--- src/rtl/irom_loader_pkg.sv ---
// rtl/irom_loader_pkg.sv - shared types and constants for the instruction ROM loader
package irom_loader_pkg;

    typedef enum logic [2:0] {
        IDLE,
        HDR,
        DATA,
        CSUM,
        DONE,
        ERR
    } irom_ld_state_t;

    localparam int IROM_LD_HDR_BYTES = 4;

endpackage

--- src/rtl/irom_loader_if.sv ---
// rtl/irom_loader_if.sv - byte stream input and ROM programming port of the loader
interface irom_loader_if #(
    parameter int XLEN = 32
);
    logic            rx_valid;
    logic [7:0]      rx_data;
    logic            rx_ready;
    logic            prog_en;
    logic [XLEN-1:0] prog_addr;
    logic [XLEN-1:0] prog_data;

    modport master (
        output rx_valid, rx_data,
        input  rx_ready, prog_en, prog_addr, prog_data
    );

    modport slave (
        input  rx_valid, rx_data,
        output rx_ready, prog_en, prog_addr, prog_data
    );
endinterface

--- src/rtl/irom_loader_byte_word_pack.sv ---
// rtl/irom_loader_byte_word_pack.sv - little-endian byte-to-word assembler shared by all frame fields
module byte_word_pack
    import irom_loader_pkg::*;
(
    input  logic        clk,
    input  logic        reset,
    input  logic        clr,
    input  logic        byte_valid,
    input  logic [7:0]  byte_data,
    output logic        word_valid,
    output logic [31:0] word
);

    logic [1:0]  cnt_q, cnt_d;
    logic [23:0] shift_q, shift_d;

    always_comb begin
        cnt_d   = cnt_q;
        shift_d = shift_q;
        if (clr) begin
            cnt_d   = '0;
            shift_d = '0;
        end else if (byte_valid) begin
            cnt_d   = cnt_q + 2'd1;
            shift_d = {byte_data, shift_q[23:8]};
        end
    end

    // The fourth byte completes the word in the same cycle it arrives.
    assign word_valid = byte_valid & ~clr & (cnt_q == 2'(IROM_LD_HDR_BYTES - 1));
    assign word       = {byte_data, shift_q};

    always_ff @(posedge clk or posedge reset) begin
        if (reset) begin
            cnt_q   <= '0;
            shift_q <= '0;
        end else begin
            cnt_q   <= cnt_d;
            shift_q <= shift_d;
        end
    end

endmodule

--- src/rtl/irom_loader.sv ---
// rtl/irom_loader.sv - boot loader writing a checksummed byte frame into the instruction ROM
module irom_loader
    import irom_loader_pkg::*;
#(
    parameter int              XLEN      = 32,
    parameter int              ROM_SIZE  = 8192,
    parameter logic [XLEN-1:0] BASE_ADDR = '0
) (
    input  logic                         clk,
    input  logic                         reset,
    input  logic                         start,
    input  logic                         core_ren,
    irom_loader_if.slave                 bus,
    output logic                         irom_ren,
    output logic                         core_hold,
    output logic                         load_busy,
    output logic                         load_done,
    output logic                         load_err,
    output logic [$clog2(ROM_SIZE/4):0]  words_loaded
);

    localparam int CAP  = ROM_SIZE / 4;
    localparam int WL_W = $clog2(CAP) + 1;

    irom_ld_state_t  state_q, state_d;
    logic [WL_W-1:0] count_q, count_d;
    logic [WL_W-1:0] wl_q, wl_d;
    logic [XLEN-1:0] csum_q, csum_d;
    logic            prog_en_q, prog_en_d;
    logic [XLEN-1:0] prog_addr_q, prog_addr_d;
    logic [XLEN-1:0] prog_data_q, prog_data_d;

    logic        pack_clr;
    logic        xfer;
    logic        word_valid;
    logic [31:0] word;

    assign load_busy = (state_q == HDR) | (state_q == DATA) | (state_q == CSUM);
    assign load_done = (state_q == DONE);
    assign load_err  = (state_q == ERR);
    assign core_hold = (state_q != DONE);
    assign irom_ren  = core_ren & ~core_hold;

    assign bus.rx_ready  = load_busy;
    assign bus.prog_en   = prog_en_q;
    assign bus.prog_addr = prog_addr_q;
    assign bus.prog_data = prog_data_q;
    assign words_loaded  = wl_q;

    assign xfer = bus.rx_valid & load_busy;

    byte_word_pack u_pack (
        .clk        (clk),
        .reset      (reset),
        .clr        (pack_clr),
        .byte_valid (xfer),
        .byte_data  (bus.rx_data),
        .word_valid (word_valid),
        .word       (word)
    );

    always_comb begin
        state_d     = state_q;
        count_d     = count_q;
        wl_d        = wl_q;
        csum_d      = csum_q;
        prog_en_d   = 1'b0;
        prog_addr_d = prog_addr_q;
        prog_data_d = prog_data_q;
        pack_clr    = 1'b0;
        case (state_q)
            IDLE, DONE, ERR: begin
                if (start) begin
                    state_d  = HDR;
                    wl_d     = '0;
                    csum_d   = '0;
                    pack_clr = 1'b1;
                end
            end
            HDR: begin
                if (word_valid) begin
                    // Full-width compare so huge counts cannot alias into range.
                    if (word > XLEN'(CAP)) begin
                        state_d = ERR;
                    end else if (word == '0) begin
                        state_d = CSUM;
                    end else begin
                        state_d = DATA;
                        count_d = word[WL_W-1:0];
                    end
                end
            end
            DATA: begin
                if (word_valid) begin
                    prog_en_d   = 1'b1;
                    prog_data_d = word;
                    prog_addr_d = BASE_ADDR + (XLEN'(wl_q) << 2);
                    wl_d        = wl_q + WL_W'(1);
                    csum_d      = csum_q + word;
                    if (wl_q + WL_W'(1) == count_q) begin
                        state_d = CSUM;
                    end
                end
            end
            CSUM: begin
                if (word_valid) begin
                    state_d = (word == csum_q) ? DONE : ERR;
                end
            end
            default: state_d = IDLE;
        endcase
    end

    always_ff @(posedge clk or posedge reset) begin
        if (reset) begin
            state_q     <= IDLE;
            count_q     <= '0;
            wl_q        <= '0;
            csum_q      <= '0;
            prog_en_q   <= 1'b0;
            prog_addr_q <= '0;
            prog_data_q <= '0;
        end else begin
            state_q     <= state_d;
            count_q     <= count_d;
            wl_q        <= wl_d;
            csum_q      <= csum_d;
            prog_en_q   <= prog_en_d;
            prog_addr_q <= prog_addr_d;
            prog_data_q <= prog_data_d;
        end
    end

endmodule
--- src/flat_wrapper.sv ---
// flat-port wrapper written by rule: the top's interface ports become plain ports
module irom_loader_flat import irom_loader_pkg::*;
#(
    parameter int              XLEN      = 32,
    parameter int              ROM_SIZE  = 8192,
    parameter logic [XLEN-1:0] BASE_ADDR = '0
)
  (clk, reset, start, core_ren, irom_ren, core_hold, load_busy, load_done, load_err, words_loaded, bus_rx_valid, bus_rx_data, bus_rx_ready, bus_prog_en, bus_prog_addr, bus_prog_data);
  irom_loader_if #(.XLEN(XLEN)) bus_i ();
  input  logic clk;
  input  logic reset;
  input  logic start;
  input  logic core_ren;
  output logic irom_ren;
  output logic core_hold;
  output logic load_busy;
  output logic load_done;
  output logic load_err;
  output logic [$clog2(ROM_SIZE/4):0] words_loaded;
  input wire logic [$bits(bus_i.rx_valid)-1:0] bus_rx_valid;
  input wire logic [$bits(bus_i.rx_data)-1:0] bus_rx_data;
  output wire logic [$bits(bus_i.rx_ready)-1:0] bus_rx_ready;
  output wire logic [$bits(bus_i.prog_en)-1:0] bus_prog_en;
  output wire logic [$bits(bus_i.prog_addr)-1:0] bus_prog_addr;
  output wire logic [$bits(bus_i.prog_data)-1:0] bus_prog_data;
  assign bus_i.rx_valid = bus_rx_valid;
  assign bus_i.rx_data = bus_rx_data;
  assign bus_rx_ready = bus_i.rx_ready;
  assign bus_prog_en = bus_i.prog_en;
  assign bus_prog_addr = bus_i.prog_addr;
  assign bus_prog_data = bus_i.prog_data;
  irom_loader #(.XLEN(XLEN), .ROM_SIZE(ROM_SIZE), .BASE_ADDR(BASE_ADDR)) u_core (.clk(clk), .reset(reset), .start(start), .core_ren(core_ren), .bus(bus_i), .irom_ren(irom_ren), .core_hold(core_hold), .load_busy(load_busy), .load_done(load_done), .load_err(load_err), .words_loaded(words_loaded));
endmodule
--- config.mk ---
export PLATFORM = sky130hd
export DESIGN_NAME = irom_loader_flat
export DESIGN_NICKNAME = d
export VERILOG_FILES = /design/src/rtl/irom_loader_pkg.sv /design/src/rtl/irom_loader_if.sv /design/src/rtl/irom_loader_byte_word_pack.sv /design/src/rtl/irom_loader.sv /design/src/flat_wrapper.sv
export SDC_FILE = /design/constraint.sdc
export NUM_CORES = 1
export LEC_CHECK = 0
export ABC_AREA = 1
export BUFFER_PORTS_ARGS = -buffer_cell sky130_fd_sc_hd__buf_2
export CAP_MARGIN = 10
export CORE_ASPECT_RATIO = 0.5
export CORE_UTILIZATION = 50
export CTS_CLUSTER_SIZE = 24
export DETAILED_ROUTE_END_ITERATION = 10
export GPL_TIMING_DRIVEN = 0
export PLACE_DENSITY_LB_ADDON = 0.08
export REMOVE_ABC_BUFFERS = 1
export SETUP_SLACK_MARGIN = 0.1
export SYNTH_ARGS = -nofsm -noshare
export SYNTH_HDL_FRONTEND = slang
export SYNTH_SLANG_ARGS = --single-unit
--- constraint.sdc ---
create_clock -name clk -period 5 [get_ports clk]
set_clock_uncertainty 0.05 [all_clocks]
set_input_delay 0.5 -clock clk [delete_from_list [all_inputs] [get_ports clk]]
set_output_delay 0.5 -clock clk [all_outputs]
set_load 0.03 [all_outputs]
Yosys cells after proc, flatten, opt, wreduce, memory -nomap -nowiden
Index checks and enable logic that the tools add are counted.
W data, S select, Z words.
{ "word_totals": {"output_inout_bits": 83, "ff_bits": 130, "elab_cells": 69, "input_bits": 13} }
{ "classes": {"addsub": 3, "muxes": 23, "eq_ne": 14, "reduce_logical": 9, "n_bitwise": 10, "magnitude_cmp": 1} }
{ "op_table": {"columns": ["operator", "count"], "rows": [
  ["$mux W32", 2],
  ["$pmux W32 S2", 1],
  ["$mux W24", 2],
  ["$add A32 B32 Y32", 1],
  ["$eq A32 B32 Y1", 1],
  ["$gt A32 B12 Y1 const B", 1],
  ["$logic_not A32 Y1", 1],
  ["$mux W12", 2],
  ["$pmux W12 S2", 1],
  ["$mux W3", 6],
  ["$add A12 B1 Y12 const B", 1],
  ["$eq A12 B12 Y1", 1],
  ["$pmux W3 S4", 1],
  ["$ne A2 B2 Y1 const B", 5],
  ["$eq A3 B2 Y1 const B", 2],
  ["$eq A3 B3 Y1 const B", 2],
  ["$mux W1", 6],
  ["$reduce_and A5 Y1", 1],
  ["$and A1 B1 Y1", 4],
  ["$mux W2", 2],
  ["$not A1 Y1", 4],
  ["$reduce_and A4 Y1", 1],
  ["$reduce_bool A2 Y1", 2],
  ["$eq A3 B1 Y1 const B", 1],
  ["8 further kinds", 9]
]} }

Longest topological paths before layout
{ "logic_depth": {"ltp_word": 8, "depth_mapped": 15, "mapped_depth_nobuf": 15} }

Hierarchy
Synthesis repeated with hierarchy kept, for this count alone.
{ "unflattened": {"cells_unflattened": 1111, "hier_area_um2": 8072.7} }
{ "by_module_without_submodules": {"columns": ["mod", "n_inst", "cells_per_inst", "area_each_um2", "seq_area_each_um2"], "rows": [
  ["irom_loader", 1, 986, 6805.3, 2602.5],
  ["byte_word_pack", 1, 125, 1267.5, 650.6]
]} }

Worst setup path before layout
No wires, ideal clock.
{ "synth_path": {"kind": "flip-flop to output port", "from": "register u_core.state_q[0]", "to": "output irom_ren", "n_path_buf": 0, "arrival_ns": 1.789, "t_required_ns": 4.450, "stages_incl_launch_ff": 6, "slack_ns": 2.661, "cell_sequence": "dfrtp_1 -> nor2_1 -> inv_1 -> nor2_1 -> inv_1 -> nor2_1"} }
{ "synth_between": {"elab_chain_cells": 3} }
{ "synth_rtl": {"columns": ["element", "line", "text"], "rows": [
  ["start: declaration", "irom_loader.sv:25", "irom_ld_state_t state_q, state_d;"],
  ["start signal: assignment", "irom_loader.sv:124", "state_q <= state_d;"],
  ["$ne A3 B3 Y1", "irom_loader.sv:41", "assign core_hold = (state_q != DONE);"],
  ["named net core_hold", "flat_wrapper.sv:15", "output logic core_hold;"],
  ["$not A1 Y1", "irom_loader.sv:42", "assign irom_ren = core_ren & ~core_hold;"],
  ["$and A1 B1 Y1", "irom_loader.sv:42", null],
  ["end: declaration", "flat_wrapper.sv:14", "output logic irom_ren;"]
]} }
The timed path passes the listed nets, and every way through them passes these cells.

Worst setup path in the final report
{ "layout_path": {"from": "register u_core.state_q[0]", "to": "register u_core.csum_q[2]"} }
{ "layout_between": {"elab_chain_cells": 8, "word_cells_on_any_way": 19, "classes_between": "eq/ne (7); mux (2); bitwise (6); reduce/logical (4)"} }
{ "layout_rtl": {"columns": ["element", "line", "text"], "rows": [
  ["$eq A3 B1 Y1 (tied with other cells)", "irom_loader.sv:38", "assign load_busy = (state_q == HDR) | (state_q == DATA) | (state_q == CSUM);"],
  ["$or A1 B1 Y1 / $reduce_or A3 Y1 (equally long branches)", "irom_loader.sv:38, irom_loader.sv:71", null],
  ["$or A1 B1 Y1 / $mux W1 (equally long branches)", "irom_loader.sv:38, irom_loader.sv:71", null],
  ["$and A1 B1 Y1 / $not A1 Y1 (equally long branches)", "irom_loader.sv:50, irom_loader_byte_word_pack.sv:30", null],
  ["$and A1 B1 Y1 (2 in a row)", "irom_loader_byte_word_pack.sv:30", "assign word_valid = byte_valid & ~clr & (cnt_q == 2'(IROM_LD_HDR_BYTES - 1));"],
  ["$ne A2 B2 Y1 (no line)", null, null],
  ["$reduce_and A3 Y1 (no line)", null, null],
  ["end signal: assignment", "irom_loader.sv:127", "csum_q <= csum_d;"],
  ["end: declaration", "irom_loader.sv:28", "logic [XLEN-1:0] csum_q, csum_d;"]
]} }
Parallel ways exist; a longest one is shown, timed or not.
A chain may end at the register's enable or synchronous reset.

==> results_dict.tcl <==
set metrics [dict create \
    worst_ep_required_time_ps 5250 \
    ys_top_cells_by_count "nand2_1, dfrtp_1, inv_1" \
    dominant_combinational_cell_family_by_area_after_synthesis "simple AND/OR/NAND/NOR gates" \
    hold-worst-slack_ps 72.98 \
    path_max_fanout 42 \
    power.ir.vdd_worst_v 0.0002125 \
    cts_root_buffer "clkbuf_16" \
    final_min_period_over_clock_period 0.6805 \
    tritoncts.num_buffers 17 \
    final_antenna_net_count 0 \
    postLayoutSetupSlackWorst_ps 1598 \
    synth_seq_area_share 0.4269 \
    gp_congestion 0.9609 \
    ctsHoldBuffers 0 \
    synth-seq-cells 130 \
    fp.coreArea_mm2 0.01466 \
    detail_route.vias_per_cell 5.423 \
    timing.critical_path.slowest_stage_cell "clkinv_1" \
    antennaDiodeCount 0 \
    cap_viol_max_count 0 \
    critical_path.n_buffers_inverters 3 \
    power_density_mw_per_mm2 398.9 \
    critical_path.top_delay_family "simple AND/OR/NAND/NOR gates" \
    end_kind "flop" \
    maximum_number_of_pins_on_one_net_before_global_route_repair 76 \
    total_overflow_reported_by_the_global_router 0 \
    netlist_area_mm2 0.007621 \
    setup-violations-final 0 \
    postSynthAreaPerCell_um2 7.546 \
    hpwlAfterDp_um 14360 \
    final.fill_count 1357 \
    worst-slew-pin-transition_ps 1057 \
    final_area_mm2 0.008701 \
    worstPathCellList "nor2_1 > inv_1 > nand2_1 > inv_2 > nand2_2 > nor2_4 > nand2_4 > clkinv_1 > a32o_1" \
    drt-initial-drc-count 546 \
    drive_above_1_share 0.1171 \
    post-synth-top-area-cell "dfrtp_1" \
    detail_route.first_pass.iterations 6 \
    holdCritPathClass "in -> async" \
    post_synth_num_cell_types 40 \
    postSynth.topFlopCell "dfrtp_1" \
    cts_tree "done" \
    synth_fa_ha_area_frac 0.05681 \
    status "finished, final reports clean" \
    io_pins 96 \
    synth.area.mux_share 0 \
    cts_resized 0 \
    worst_slew_margin_rel 0.2907 \
    antenna_violations_before_repair 0 \
    placed_cells_incl_taps 1259 \
    cts.sinks 130 \
    numPortBuffers 75 \
    synth_edf_count 0 \
    compound_gate_portion_of_the_synthesized_area 0.1464 \
    placement.cell_area_mm2 0.008087 \
    detail_route.wirelength_um 19660 \
    routed_wire_length_per_instance_um 15.23 \
    grt_pass1_vias 6390 \
    syn_to_final_growth_pct 14.17 \
    floorplan.die.width_um 176.6 \
    fin_tns_setup_ps 0 \
    critical_path.startpoint_type "flop" \
    synth.most_common_cell "nand2_1" \
    track_usage 0.2627 \
    synth_xor_area_frac 0.008045 \
    fp.dieH_um 89.30 \
    floorplan.initialDensity 0.5198 \
    synth_async_sr_flop_share 1.000 \
    setup_repair_after_global_routing_missed_its_margin "no" \
    finish.cell_count_without_fillers 1291 \
    clock_path_buffers 2 \
    fp.dieArea_mm2 0.01577 \
    synthCells 1010 \
    worst-endpoint-arrival_ps 3650 \
    cts-htree-levels 4 \
    power_leakage_nw 4.450 \
    yosys.area_share.simple 0.2617 \
    critPathMaxStageDelay_ps 970 \
    netlist_top_cells_area "dfrtp_1, nand2_1, inv_1" \
    critPathKind "reg -> reg" \
    achievable-frequency_mhz 293.9 \
    ys_warn_count 0 \
    sequential_cell_area_mm2 0.003253 \
    total_vias_in_the_final_route 7001 \
    drv_slew 0 \
    final_period_minus_worst_setup_slack_ps 3402 \
    clock_transition_at_the_registers_of_the_reported_paths_ps 70 \
    place_worst_setup_slack_ps 1596 \
    clock_latency_on_the_worst_skew_pair_ps 420 \
    buffers_inserted_during_post_cts_setup_optimization 0 \
    multiInputGateArea_mm2 0.003685 \
    finalNetCount 1127 \
    netlist.area_leader.share 0.4269 \
    placement_rows 31 \
    grt_first_pass_wirelength_um 31980 \
    hold_viol_final 0 \
    drc 0 \
]
-- area by class of cell --
class | instances | share of cell area
Inverter | 126 | 0.05493
Multi-Input combinational cell | 728 | 0.4235
Clock inverter | 13 | 0.01855
Clock buffer | 19 | 0.05206
Sequential cell | 130 | 0.3739
Timing Repair Buffer | 77 | 0.04861
Tap cell | 198 | 0.02847
-- cells in the final DEF, fill, tap and decap left out, types with 2 or more instances in the layout --
cell | synthesis | layout
xor2_1 | 6 | 6
and2_1 | 2 | 2
nor3_1 | 14 | 14
o31ai_1 | 2 | 2
clkinv_4 | 0 | 3
o21bai_1 | 9 | 9
ha_1 | 33 | 33
o22ai_1 | 31 | 31
o21ai_1 | 51 | 51
bufinv_16 | 0 | 2
inv_1 | 122 | 121
conb_1 | 1 | 20
a22o_1 | 2 | 2
nand4_1 | 19 | 19
o21ai_0 | 49 | 49
inv_2 | 3 | 3
a21oi_1 | 47 | 47
nor2_4 | 2 | 2
nor4_1 | 3 | 3
clkbuf_16 | 0 | 17
nand2_1 | 267 | 267
nor2_2 | 4 | 4
inv_6 | 0 | 7
nand3_1 | 72 | 72
nand3b_1 | 6 | 6
clkbuf_8 | 0 | 2
o21a_1 | 4 | 4
a21boi_0 | 3 | 3
dfrtp_1 | 130 | 130
inv_8 | 0 | 2
nand2_2 | 5 | 4
or2_2 | 2 | 2
nor2_1 | 68 | 68
buf_2 | 16 | 75
-- path summary, 6_finish.rpt --
| path | start | end | slack, ps | cells past startpoint |
|---|---|---|---|---|
| worst max-delay path | u_core.state_q[0] | u_core.csum_q[2] | 1600 | 9 |
| max in group asynchronous | reset | u_core.csum_q[22] | 4070 | 3 |
| worst min-delay path | reset | u_core.bus.prog_addr[5] | 70 | 2 |
| worst min register to register | u_core.bus.prog_data[2] | u_core.bus.prog_data[2] | 430 | 2 |
| worst max register to register | u_core.state_q[0] | u_core.csum_q[2] | 1600 | 9 |
| min in group clk | bus_rx_valid | u_core.u_pack.cnt_q[1] | 330 | 3 |
-- layer usage --
| layer | GRT usage | wire length, um | vias up |
|---|---|---|---|
| li1 | - | - | 3452 |
| met1 | 0.3627 | 9613 | 3312 |
| met2 | 0.4310 | 8718 | 215 |
| met3 | 0.04804 | 1103 | 22 |
| met4 | 0.06740 | 228 | 0 |
| met5 | 0 | 0 | - |
-- flip-flops by register name, summed over array words and instances (netlist names) --
name / cells
u_core.words_loaded: 12
u_core.count_q: 12
u_core.u_pack.shift_q: 24
u_core.bus.prog_en: 1
u_core.u_pack.cnt_q: 2
u_core.bus.prog_addr: 12
u_core.bus.prog_data: 32
u_core.csum_q: 32
u_core.state_q: 3
-- cells by family after synthesis --
kind of cell / after synthesis
AOI/OAI and AO/OA: 201
xor gates and xnor gates: 7
adders and majority gates: 34
buffers and inverters: 171
DFF: 130
other: 1
and+or+nand+nor: 466
-- through the flow --
stage               utilization  total power [W]
floorplan                     -         0.001875
global placement         0.5476         0.002142
finish                   0.5934         0.003471
global route             0.5934         0.003639
CTS                      0.5934         0.003480
detailed placement       0.5515         0.002154
-- worst register-to-register path: stages, from the launching register on --
cell      delay [ps]
dfrtp_1          440
nor2_1           120
inv_1             50
nand2_1           80
inv_2             60
nand2_2          470
nor2_4           100
nand2_4          380
clkinv_1         980
a32o_1           550
-- report_power, final --
part           leakage, nW  switching [W]  total (W)  internal [W]
registers             1.80      0.0000727    0.00121       0.00114
clock network        0.304       0.000533    0.00131      0.000781
logic                 2.34       0.000689   0.000947      0.000258
Note: power is estimated with default switching activity, not from simulation.
